File: src/rtl/dmem_arbiter_if.sv
// dmem_arbiter_if: requester/memory side bundle of the shared data-memory arbiter.
// The slave modport is the arbiter; the master modport is everything around it
// (the requesting masters plus the memory read-data return).
interface dmem_arbiter_if #(
    parameter int NREQ = 4,
    parameter int wide = 32
);
    logic [NREQ-1:0]      req;
    logic [NREQ-1:0]      lock;
    logic [NREQ-1:0]      we_in;
    logic [NREQ*32-1:0]   addr_in;
    logic [NREQ*wide-1:0] wd_in;
    logic [NREQ-1:0]      gnt;
    logic [2:0]           owner;
    logic                 dm_we;
    logic [31:0]          dm_a;
    logic [wide-1:0]      dm_d;
    logic [wide-1:0]      dm_q;
    logic [wide-1:0]      rd_data;
    logic                 timeout;

    modport master (
        output req, lock, we_in, addr_in, wd_in, dm_q,
        input  gnt, owner, dm_we, dm_a, dm_d, rd_data, timeout
    );

    modport slave (
        input  req, lock, we_in, addr_in, wd_in, dm_q,
        output gnt, owner, dm_we, dm_a, dm_d, rd_data, timeout
    );
endinterface

File: src/rtl/dmem_arbiter.sv
// dmem_arbiter: round-robin arbiter sharing one data-memory port among NREQ masters.
// Registered one-hot grant, one idle turnaround cycle between owners, optional
// lock for bursts. Define ARB_TIMEOUT_EN to force release of a locked owner
// after MAX_HOLD grant cycles when another master is waiting.
module dmem_arbiter #(
    parameter int NREQ     = 4,
    parameter int wide     = 32,
    parameter int MAX_HOLD = 16
) (
    input  logic          clk,
    input  logic          rst,
    dmem_arbiter_if.slave bus
);
    localparam int HoldW = $clog2(MAX_HOLD) + 1;

    typedef enum logic [1:0] {StIdle, StGrant, StGap} state_e;

    state_e          r_state, w_state_nxt;
    logic [NREQ-1:0] r_gnt, w_gnt_nxt;
    logic [2:0]      r_owner, w_owner_nxt;
    logic [2:0]      w_winner;

    // Zero-extended copies so the 3-bit owner index is always in range.
    logic [7:0]      w_req_ext, w_lock_ext, w_we_ext, w_gnt_ext;
    logic            w_any_req, w_own_req, w_own_lock, w_other_req, w_granted;
    logic [31:0]     w_sel_a;
    logic [wide-1:0] w_sel_d;

`ifdef ARB_TIMEOUT_EN
    logic [HoldW-1:0] r_hold_cnt, w_hold_nxt;
    logic             r_timeout, w_timeout_nxt;
    logic             w_hold_max;
    assign w_hold_max = (r_hold_cnt == HoldW'(MAX_HOLD - 1));
`else
    logic [HoldW-1:0] w_unused_hold;
    assign w_unused_hold = '0;
`endif

    assign w_req_ext   = 8'(bus.req);
    assign w_lock_ext  = 8'(bus.lock);
    assign w_we_ext    = 8'(bus.we_in);
    assign w_gnt_ext   = 8'(r_gnt);
    assign w_any_req   = |bus.req;
    assign w_own_req   = w_req_ext[r_owner];
    assign w_own_lock  = w_lock_ext[r_owner];
    assign w_granted   = w_gnt_ext[r_owner];
    assign w_other_req = |(w_req_ext & ~(8'b1 << r_owner));

    // Round-robin pick: first requester after the current owner, wrapping.
    always_comb begin : p_winner
        logic [2:0] v_idx;
        logic       v_found;
        v_idx    = '0;
        v_found  = 1'b0;
        w_winner = r_owner;
        for (int i = 1; i <= NREQ; i++) begin
            v_idx = 3'((int'(r_owner) + i) % NREQ);
            if (!v_found && w_req_ext[v_idx]) begin
                v_found  = 1'b1;
                w_winner = v_idx;
            end
        end
    end

    // Select the owner's address and write data lanes.
    always_comb begin : p_lane_mux
        w_sel_a = '0;
        w_sel_d = '0;
        for (int i = 0; i < NREQ; i++) begin
            if (r_owner == 3'(i)) begin
                w_sel_a = bus.addr_in[32*i +: 32];
                w_sel_d = bus.wd_in[wide*i +: wide];
            end
        end
    end

    // Next-state logic: arbitrate in IDLE/GAP, decide release in GRANT.
    always_comb begin : p_next
        w_state_nxt = r_state;
        w_gnt_nxt   = r_gnt;
        w_owner_nxt = r_owner;
`ifdef ARB_TIMEOUT_EN
        w_hold_nxt    = r_hold_cnt;
        w_timeout_nxt = 1'b0;
`endif
        unique case (r_state)
            StIdle, StGap: begin
                if (w_any_req) begin
                    w_state_nxt = StGrant;
                    w_gnt_nxt   = NREQ'(8'b1 << w_winner);
                    w_owner_nxt = w_winner;
`ifdef ARB_TIMEOUT_EN
                    w_hold_nxt  = '0;
`endif
                end else begin
                    w_state_nxt = StIdle;
                    w_gnt_nxt   = '0;
                end
            end
            StGrant: begin
                if (!w_own_req || (!w_own_lock && w_other_req)) begin
                    w_state_nxt = StGap;
                    w_gnt_nxt   = '0;
`ifdef ARB_TIMEOUT_EN
                    w_hold_nxt  = '0;
                end else if (w_hold_max && w_other_req) begin
                    // Locked owner overstayed while someone waits.
                    w_state_nxt   = StGap;
                    w_gnt_nxt     = '0;
                    w_hold_nxt    = '0;
                    w_timeout_nxt = 1'b1;
                end else if (!w_hold_max) begin
                    w_hold_nxt = r_hold_cnt + HoldW'(1);
`endif
                end
            end
            default: begin
                w_state_nxt = StIdle;
                w_gnt_nxt   = '0;
            end
        endcase
    end

    // State registers with synchronous reset.
    always_ff @(posedge clk) begin
        if (rst) begin
            r_state    <= StIdle;
            r_gnt      <= '0;
            r_owner    <= 3'(NREQ - 1);
`ifdef ARB_TIMEOUT_EN
            r_hold_cnt <= '0;
            r_timeout  <= 1'b0;
`endif
        end else begin
            r_state    <= w_state_nxt;
            r_gnt      <= w_gnt_nxt;
            r_owner    <= w_owner_nxt;
`ifdef ARB_TIMEOUT_EN
            r_hold_cnt <= w_hold_nxt;
            r_timeout  <= w_timeout_nxt;
`endif
        end
    end

    assign bus.gnt     = r_gnt;
    assign bus.owner   = r_owner;
    // rst gating suppresses a write that would land on the reset edge.
    assign bus.dm_we   = ~rst & w_granted & w_own_req & w_we_ext[r_owner];
    assign bus.dm_a    = w_granted ? w_sel_a : '0;
    assign bus.dm_d    = w_granted ? w_sel_d : '0;
    assign bus.rd_data = bus.dm_q;
`ifdef ARB_TIMEOUT_EN
    assign bus.timeout = r_timeout;
`else
    assign bus.timeout = 1'b0;
`endif
endmodule

File: src/flat_wrapper.sv
// flat-port wrapper written by rule: the top's interface ports become plain ports
module dmem_arbiter_flat 
#(
    parameter int NREQ     = 4,
    parameter int wide     = 32,
    parameter int MAX_HOLD = 16
)
  (clk, rst, bus_req, bus_lock, bus_we_in, bus_addr_in, bus_wd_in, bus_dm_q, bus_gnt, bus_owner, bus_dm_we, bus_dm_a, bus_dm_d, bus_rd_data, bus_timeout);
  dmem_arbiter_if #(.NREQ(NREQ), .wide(wide)) bus_i ();
  input  logic clk;
  input  logic rst;
  input wire logic [$bits(bus_i.req)-1:0] bus_req;
  input wire logic [$bits(bus_i.lock)-1:0] bus_lock;
  input wire logic [$bits(bus_i.we_in)-1:0] bus_we_in;
  input wire logic [$bits(bus_i.addr_in)-1:0] bus_addr_in;
  input wire logic [$bits(bus_i.wd_in)-1:0] bus_wd_in;
  input wire logic [$bits(bus_i.dm_q)-1:0] bus_dm_q;
  output wire logic [$bits(bus_i.gnt)-1:0] bus_gnt;
  output wire logic [$bits(bus_i.owner)-1:0] bus_owner;
  output wire logic [$bits(bus_i.dm_we)-1:0] bus_dm_we;
  output wire logic [$bits(bus_i.dm_a)-1:0] bus_dm_a;
  output wire logic [$bits(bus_i.dm_d)-1:0] bus_dm_d;
  output wire logic [$bits(bus_i.rd_data)-1:0] bus_rd_data;
  output wire logic [$bits(bus_i.timeout)-1:0] bus_timeout;
  assign bus_i.req = bus_req;
  assign bus_i.lock = bus_lock;
  assign bus_i.we_in = bus_we_in;
  assign bus_i.addr_in = bus_addr_in;
  assign bus_i.wd_in = bus_wd_in;
  assign bus_i.dm_q = bus_dm_q;
  assign bus_gnt = bus_i.gnt;
  assign bus_owner = bus_i.owner;
  assign bus_dm_we = bus_i.dm_we;
  assign bus_dm_a = bus_i.dm_a;
  assign bus_dm_d = bus_i.dm_d;
  assign bus_rd_data = bus_i.rd_data;
  assign bus_timeout = bus_i.timeout;
  dmem_arbiter #(.NREQ(NREQ), .wide(wide), .MAX_HOLD(MAX_HOLD)) u_core (.clk(clk), .rst(rst), .bus(bus_i));
endmodule
File: config.mk
export PLATFORM = sky130hd
export DESIGN_NAME = dmem_arbiter_flat
export DESIGN_NICKNAME = d
export VERILOG_FILES = /design/src/rtl/dmem_arbiter_if.sv /design/src/rtl/dmem_arbiter.sv /design/src/flat_wrapper.sv
export SDC_FILE = /design/constraint.sdc
export NUM_CORES = 1
export LEC_CHECK = 0
export ABC_AREA = 1
export CAP_MARGIN = 20
export CORE_AREA = 2 2 157 159
export CTS_BUF_LIST = sky130_fd_sc_hd__clkbuf_4
export CTS_CLUSTER_DIAMETER = 60
export DETAILED_ROUTE_END_ITERATION = 8
export DIE_AREA = 0 0 159 161
export PLACE_DENSITY = 0.55
export SLEW_MARGIN = 15
export SYNTH_ARGS = -nofsm -noshare
export SYNTH_HDL_FRONTEND = slang
export SYNTH_SLANG_ARGS = --single-unit
File: constraint.sdc
create_clock -name clk -period 2.58 [get_ports clk]
set_input_delay 0.774 -clock clk [delete_from_list [all_inputs] [get_ports clk]]
set_output_delay 0.774 -clock clk [all_outputs]
set_load 0.005 [all_outputs]
; After elaboration in Yosys (flattened, before gate mapping)
; Index checks and enable logic that the tools add are counted.
[totals]
ff_bits = 9
input_bits = 302
out_inout_bits = 105
word_cells = 89
[classes]
add_sub_neg = 4
order_cmp = 5
n_eq_ne = 6
shifts = 2
n_mux = 39
n_bitwise = 10
reduce_logical = 20
[ops]
columns = op, n
row1 = $mux W32, 10
row2 = $bmux W1 S3, 8
row3 = $lt A3 B4 Y1 const B, 5
row4 = $mux W1, 12
row5 = $mux W3, 4
row6 = $reduce_or A2 Y1, 5
row7 = $and A4 B8 Y8, 1
row8 = $mux W4, 2
row9 = $not A8 Y8, 1
row10 = $pmux W4 S2, 1
row11 = $reduce_or A8 Y1, 1
row12 = $shl A1 B3 Y8 const A, 1
row13 = $eq A3 B2 Y1 const B, 2
row14 = $logic_not A1 Y1, 5
row15 = $add A2 B1 Y2 const B, 2
row16 = $add A2 B2 Y2 const B, 2
row17 = $and A1 B1 Y1 const A, 4
row18 = $logic_and A1 B1 Y1, 4
row19 = $pmux W2 S2, 1
row20 = $reduce_or A4 Y1, 1
row21 = $shl A1 B3 Y4 const A, 1
row22 = $and A1 B1 Y1, 3
row23 = $eq A3 B1 Y1 const B, 1
row24 = $logic_not A3 Y1, 1
row25 = 8 further kinds, 8

; Logic depth before layout (Yosys ltp)
[logic_depth]
ltp_word = 18
ltp_mapped = 12
ltp_nobuf = 11

; Least setup slack after synthesis
; OpenSTA, ideal clock, no wires.
[synth_path]
path_kind = reg-to-output
start = reg u_core.r_owner[0] (netlist: u_core.bus.owner[0])
end = out bus_dm_a[11]
arrival_ps = 1758
required_time_ps = 1806
slack_ps = 48
stages_incl_launch_ff = 11
path_buffers = 3
path_cell_list = dfxtp_1 > inv_2 > buf_2 > ha_1 > nand2_2 > inv_2 > buf_2 > buf_2 > o211ai_1 > o21ai_0 > nor2_1
[synth_via]
elab_chain_cells = 6
elab_cells_between_ends = 11
[synth_lines]
columns = item, line_no
row1 = from (decl), dmem_arbiter.sv:20  ; logic [2:0] r_owner, w_owner_nxt;
row2 = from (signal assigned), dmem_arbiter.sv:129  ; r_owner <= 3'(NREQ - 1);
row3 = from (signal assigned), dmem_arbiter.sv:137  ; r_owner <= w_owner_nxt;
row4 = $logic_not A3 Y1, dmem_arbiter.sv:70  ; if (r_owner == 3'(i)) begin
row5 = $mux W32 (4 in series), dmem_arbiter.sv:70
row6 = $mux W32 *, dmem_arbiter.sv:149  ; assign bus.dm_a = w_granted ? w_sel_a : '0;
row7 = to (decl), flat_wrapper.sv:21  ; output wire logic [$bits(bus_i.dm_a)-1:0] bus_dm_a;
; Every way passes the cells marked *; elsewhere a longest branch is shown, timed or not. The select of a mux whose other input is x is not followed.

; Worst setup path in the final report
[layout_path]
start = reg u_core.r_owner[0] (netlist: u_core.bus.owner[0])
end = out bus_dm_d[8]
[layout_via]
elab_chain_cells = 6
elab_cells_between_ends = 11
[layout_lines]
columns = item, line_no
row1 = $logic_not A3 Y1, dmem_arbiter.sv:70
row2 = $mux W32 (4 in series), dmem_arbiter.sv:70
row3 = $mux W32 *, dmem_arbiter.sv:150  ; assign bus.dm_d = w_granted ? w_sel_d : '0;
row4 = to (decl), flat_wrapper.sv:22  ; output wire logic [$bits(bus_i.dm_d)-1:0] bus_dm_d;
; Marked as above.

==> results.rst <==
.. list-table::
   :header-rows: 1

   * - Metric
     - Value
   * - Outcome
     - finished with violations
   * - Failing checks
     - setup timing
   * - Largest net degree at the start of global routing
     - 36
   * - FF-to-FF path depth
     - 14
   * - Core area
     - 23960 sq um
   * - First element of the critical path
     - u_core.bus.owner[0]
   * - Core Util, Final
     - 34.28%
   * - Maximum clock frequency
     - 0.3504 GHz
   * - Number of cells after detailed placement
     - 1201
   * - Worst reg2reg endpoint
     - u_core.bus.gnt[3]
   * - Number of CTS-inserted buffers
     - 3
   * - Crit path max fanout
     - 7
   * - Arrival @ worst endpoint
     - 2.08 ns
   * - Final cell count without fillers
     - 1263
   * - Origin of the critical flop-to-flop path
     - u_core.bus.owner[0]
   * - Clk pin slew, worst setup/hold paths
     - 0.06 ns
   * - Type of the most critical hold path
     - reg -> reg
   * - CTS tree
     - yes
   * - Number of buffers inserted by port buffering
     - 341
   * - Summed negative setup slack over all endpoints
     - -11.65 ns
   * - WL final
     - 22390 microns
   * - Placed instance area
     - 7141 sq um
   * - Initial Utilization
     - 12.87%
   * - Share of flip-flops with an asynchronous set or reset after synthesis
     - 0%
   * - Final Hold Vio Count
     - 0
   * - Category of the worst setup path launch point
     - register
   * - Post-Synthesis Mean Instance Area
     - 5.711 sq um
   * - Cell seen most often among critical-path stages
     - sky130_fd_sc_hd__buf_12
   * - Part of the cycle the worst path needs
     - 110.6%
   * - Average routed wire per standard cell
     - 17.73 microns
   * - Number of nets with antenna violations after detailed routing
     - 0
   * - Overflow left after global routing
     - 0
   * - Post-layout min period
     - 2.854 ns
   * - Critical path's slowest cell
     - sky130_fd_sc_hd__dfxtp_2
   * - # hold bufs at CTS
     - 0
   * - Sequential element share of the synthesized area
     - 5.842%
   * - Finish-stage setup viols
     - 65
   * - Worst hold endpoint
     - u_core.bus.gnt[0]
   * - Final HPWL DP
     - 15070 microns
   * - Setup slack after layout
     - -0.2739 ns
   * - Largest stage delay on the critical path
     - 0.33 ns
   * - Worst Clk Skew
     - 0.005577 ns
   * - Ordered cell list for the critical path
     - buf_6, ha_4, nor2_4, buf_12, buf_12, buf_16, buf_8, buf_4, a22oi_2, o211ai_1, o21ai_1, nor2_1, buf_2
   * - Syn nets
     - 846
   * - Leakage power summed over all cells
     - 3.200 nW
   * - Io pins
     - 407
   * - Gate Count Post-Synth
     - 540
   * - Share of post-route cells with drive strength above 1
     - 30.56%
   * - Crit Path Class
     - reg -> out
   * - Post-synthesis instance area
     - 3084 sq um
   * - Cell depth of the worst min-delay path
     - 2
   * - Width of the die
     - 159 microns
   * - Synth warnings
     - 0
   * - Post-synth EDFFs
     - 0
   * - Vias
     - 5440
   * - Hold_sp
     - u_core.bus.gnt[0]
   * - Data required time of the worst path
     - 1.81 ns
   * - Height of the die
     - 161 microns
   * - Layout net count
     - 1246
   * - Sink count of the clock tree
     - 9
   * - Number of levels the H-tree was split into
     - 1
   * - RSZ-0062 raised after global routing
     - true
   * - Final GP Congestion
     - 0.8062
   * - GRT Util Overall
     - 16.41%
   * - Vias in the first global route
     - 5423
   * - Power density over cell area
     - 1007 nW/um^2
   * - Register bit total from synthesis
     - 9
   * - First-pass GRT wire length
     - 32830 microns
   * - Unique cell type count in the Yosys netlist
     - 29
   * - Pre-CTS worst setup slack
     - -0.6738 ns
   * - DRC violation total after the first TritonRoute iteration
     - 263
   * - Clock network latency to the later pin of the worst-skew pair
     - 0.26 ns
   * - Endpoint class of the critical path
     - output port
   * - Average via count per standard cell
     - 4.307
   * - Final design area excluding fillers
     - 8214 sq um
   * - Initial antenna violation count
     - 0
   * - Max-cap check violation count
     - 0
   * - Length of the first detailed-routing pass in iterations
     - 4
   * - Slew Limit Fails
     - 0
   * - Number of cell rows
     - 57
   * - Most used flip-flop cell after synthesis
     - sky130_fd_sc_hd__dfxtp_1
   * - Root buffer cell
     - sky130_fd_sc_hd__clkbuf_4
   * - Die area
     - 25600 sq um
   * - R2R Setup Slk
     - 0.65 ns
   * - Deepest clock path buffer count
     - 2
   * - Ant diodes
     - 0
   * - Area growth from synthesis to layout
     - 166.3%
   * - DRC violation count after routing
     - 0
   * - Worst vdd ir
     - 486.7 uV
-- Yosys cell counts, drive strengths merged (4+ instances only) --
library cell  count  share of area, %
clkbuf           19               2.3
nand4             5               1.0
buf              63                15
dfxtp             9               5.8
nand2           116                14
nand3            17               3.2
o21ai            71                12
nor2             76               9.6
a22oi            63                15
a21oi             7               1.1
o211ai           63                15
inv              18               2.2
ha                4               1.6
-- cells in the final DEF, fill, tap and decap left out, types with 2 or more instances in the layout --
cell | synthesis | layout
sky130_fd_sc_hd__buf_2 | 13 | 65
sky130_fd_sc_hd__dlygate4sd2_1 | 0 | 4
sky130_fd_sc_hd__buf_16 | 0 | 13
sky130_fd_sc_hd__a22oi_2 | 0 | 50
sky130_fd_sc_hd__buf_6 | 5 | 32
sky130_fd_sc_hd__buf_12 | 0 | 21
sky130_fd_sc_hd__nand2_2 | 2 | 6
sky130_fd_sc_hd__o21ai_1 | 24 | 65
sky130_fd_sc_hd__nand3_1 | 14 | 13
sky130_fd_sc_hd__ha_4 | 0 | 3
sky130_fd_sc_hd__clkbuf_4 | 0 | 4
sky130_fd_sc_hd__buf_8 | 0 | 4
sky130_fd_sc_hd__clkdlybuf4s50_1 | 0 | 272
sky130_fd_sc_hd__inv_1 | 12 | 12
sky130_fd_sc_hd__nor3_1 | 2 | 2
sky130_fd_sc_hd__nand4_1 | 5 | 5
sky130_fd_sc_hd__buf_4 | 43 | 64
sky130_fd_sc_hd__nor2_1 | 74 | 74
sky130_fd_sc_hd__nand3_2 | 3 | 4
sky130_fd_sc_hd__inv_4 | 0 | 2
sky130_fd_sc_hd__inv_2 | 6 | 3
sky130_fd_sc_hd__a22oi_1 | 63 | 13
sky130_fd_sc_hd__nand2_4 | 0 | 3
sky130_fd_sc_hd__o21ai_0 | 47 | 4
sky130_fd_sc_hd__o211ai_1 | 63 | 63
sky130_fd_sc_hd__o22ai_1 | 2 | 2
sky130_fd_sc_hd__dfxtp_1 | 9 | 7
sky130_fd_sc_hd__a21oi_1 | 7 | 7
sky130_fd_sc_hd__dfxtp_2 | 0 | 2
sky130_fd_sc_hd__nand2_1 | 114 | 106
-- cells by family after synthesis --
kind of cell | Yosys count | share of synthesized area (%)
AOI/OAI and AO/OA | 208 | 44.22
other | 1 | 0.1216
DFF | 9 | 5.842
buffers and inverters | 100 | 19.15
and+or+nand+nor | 218 | 29.05
adders and majority gates | 4 | 1.623
-- critical path: cells and delay by family, from the launching register on --
family / cells / cell delay, ns
compound gates: 3 / 0.31
fa+ha+maj: 1 / 0.17
buf+inv: 7 / 0.78
flops: 1 / 0.33
simple gates: 2 / 0.21
-- stage by stage --
stage               total power [mW]  hold slack, ns
finish                         8.272          0.4904
global route                   8.998          0.5362
CTS                            8.162          0.4922
detailed placement             6.921          0.4827
global placement               6.893          0.4821
floorplan                      3.553          0.4726
-- per-layer routing --
| layer | global-route usage (%) | wire [microns] |
|---|---|---|
| met1 | 20.31 | 9366 |
| met2 | 30.22 | 11380 |
| met3 | 2.902 | 1345 |
| met4 | 2.479 | 300 |
| met5 | 0 | 0 |
-- power by group --
group | leakage, nW | internal [mW] | total [mW] | switching [mW]
registers | 0.0734 | 0.192 | 0.230 | 0.0382
logic | 3.11 | 4.10 | 7.92 | 3.83
clock network | 0.0184 | 0.0700 | 0.118 | 0.0481
total | 3.20 | 4.36 | 8.27 | 3.91
-- how the worst max path moves through the flow --
stage                               to  cells after the start
after floorplan           bus_dm_a[11]                     10
after global placement       bus_dm_we                      8
after detailed placement     bus_dm_we                      8
after CTS                 bus_dm_d[13]                     14
after global routing      bus_dm_d[13]                     13
final                      bus_dm_d[8]                     13
-- registers in the layout (all words and copies together), names as in the netlist --
name              flops
u_core.r_state        2
u_core.bus.owner      3
u_core.bus.gnt        4
-- final cells by class --
cell class / count / area (sq um)
fill: 2616 / 15750
timing repair buffer: 477 / 4820
multi-input combinational: 431 / 2678
tap: 324 / 405.4
sequential: 9 / 182.7
inverter: 18 / 98.84
clock buffer: 4 / 30.03
-- timing repair --
action | 4_1_cts | 5_1_grt
cloned | 16 | 1
endpoints found under the hold margin | 0 | 0
buffers inserted | 34 | 12
pin swaps | 90 | 90
endpoints found under the setup margin | 65 | 65
gates resized for setup | 414 | 33
Note: power is estimated with default switching activity, not from simulation.
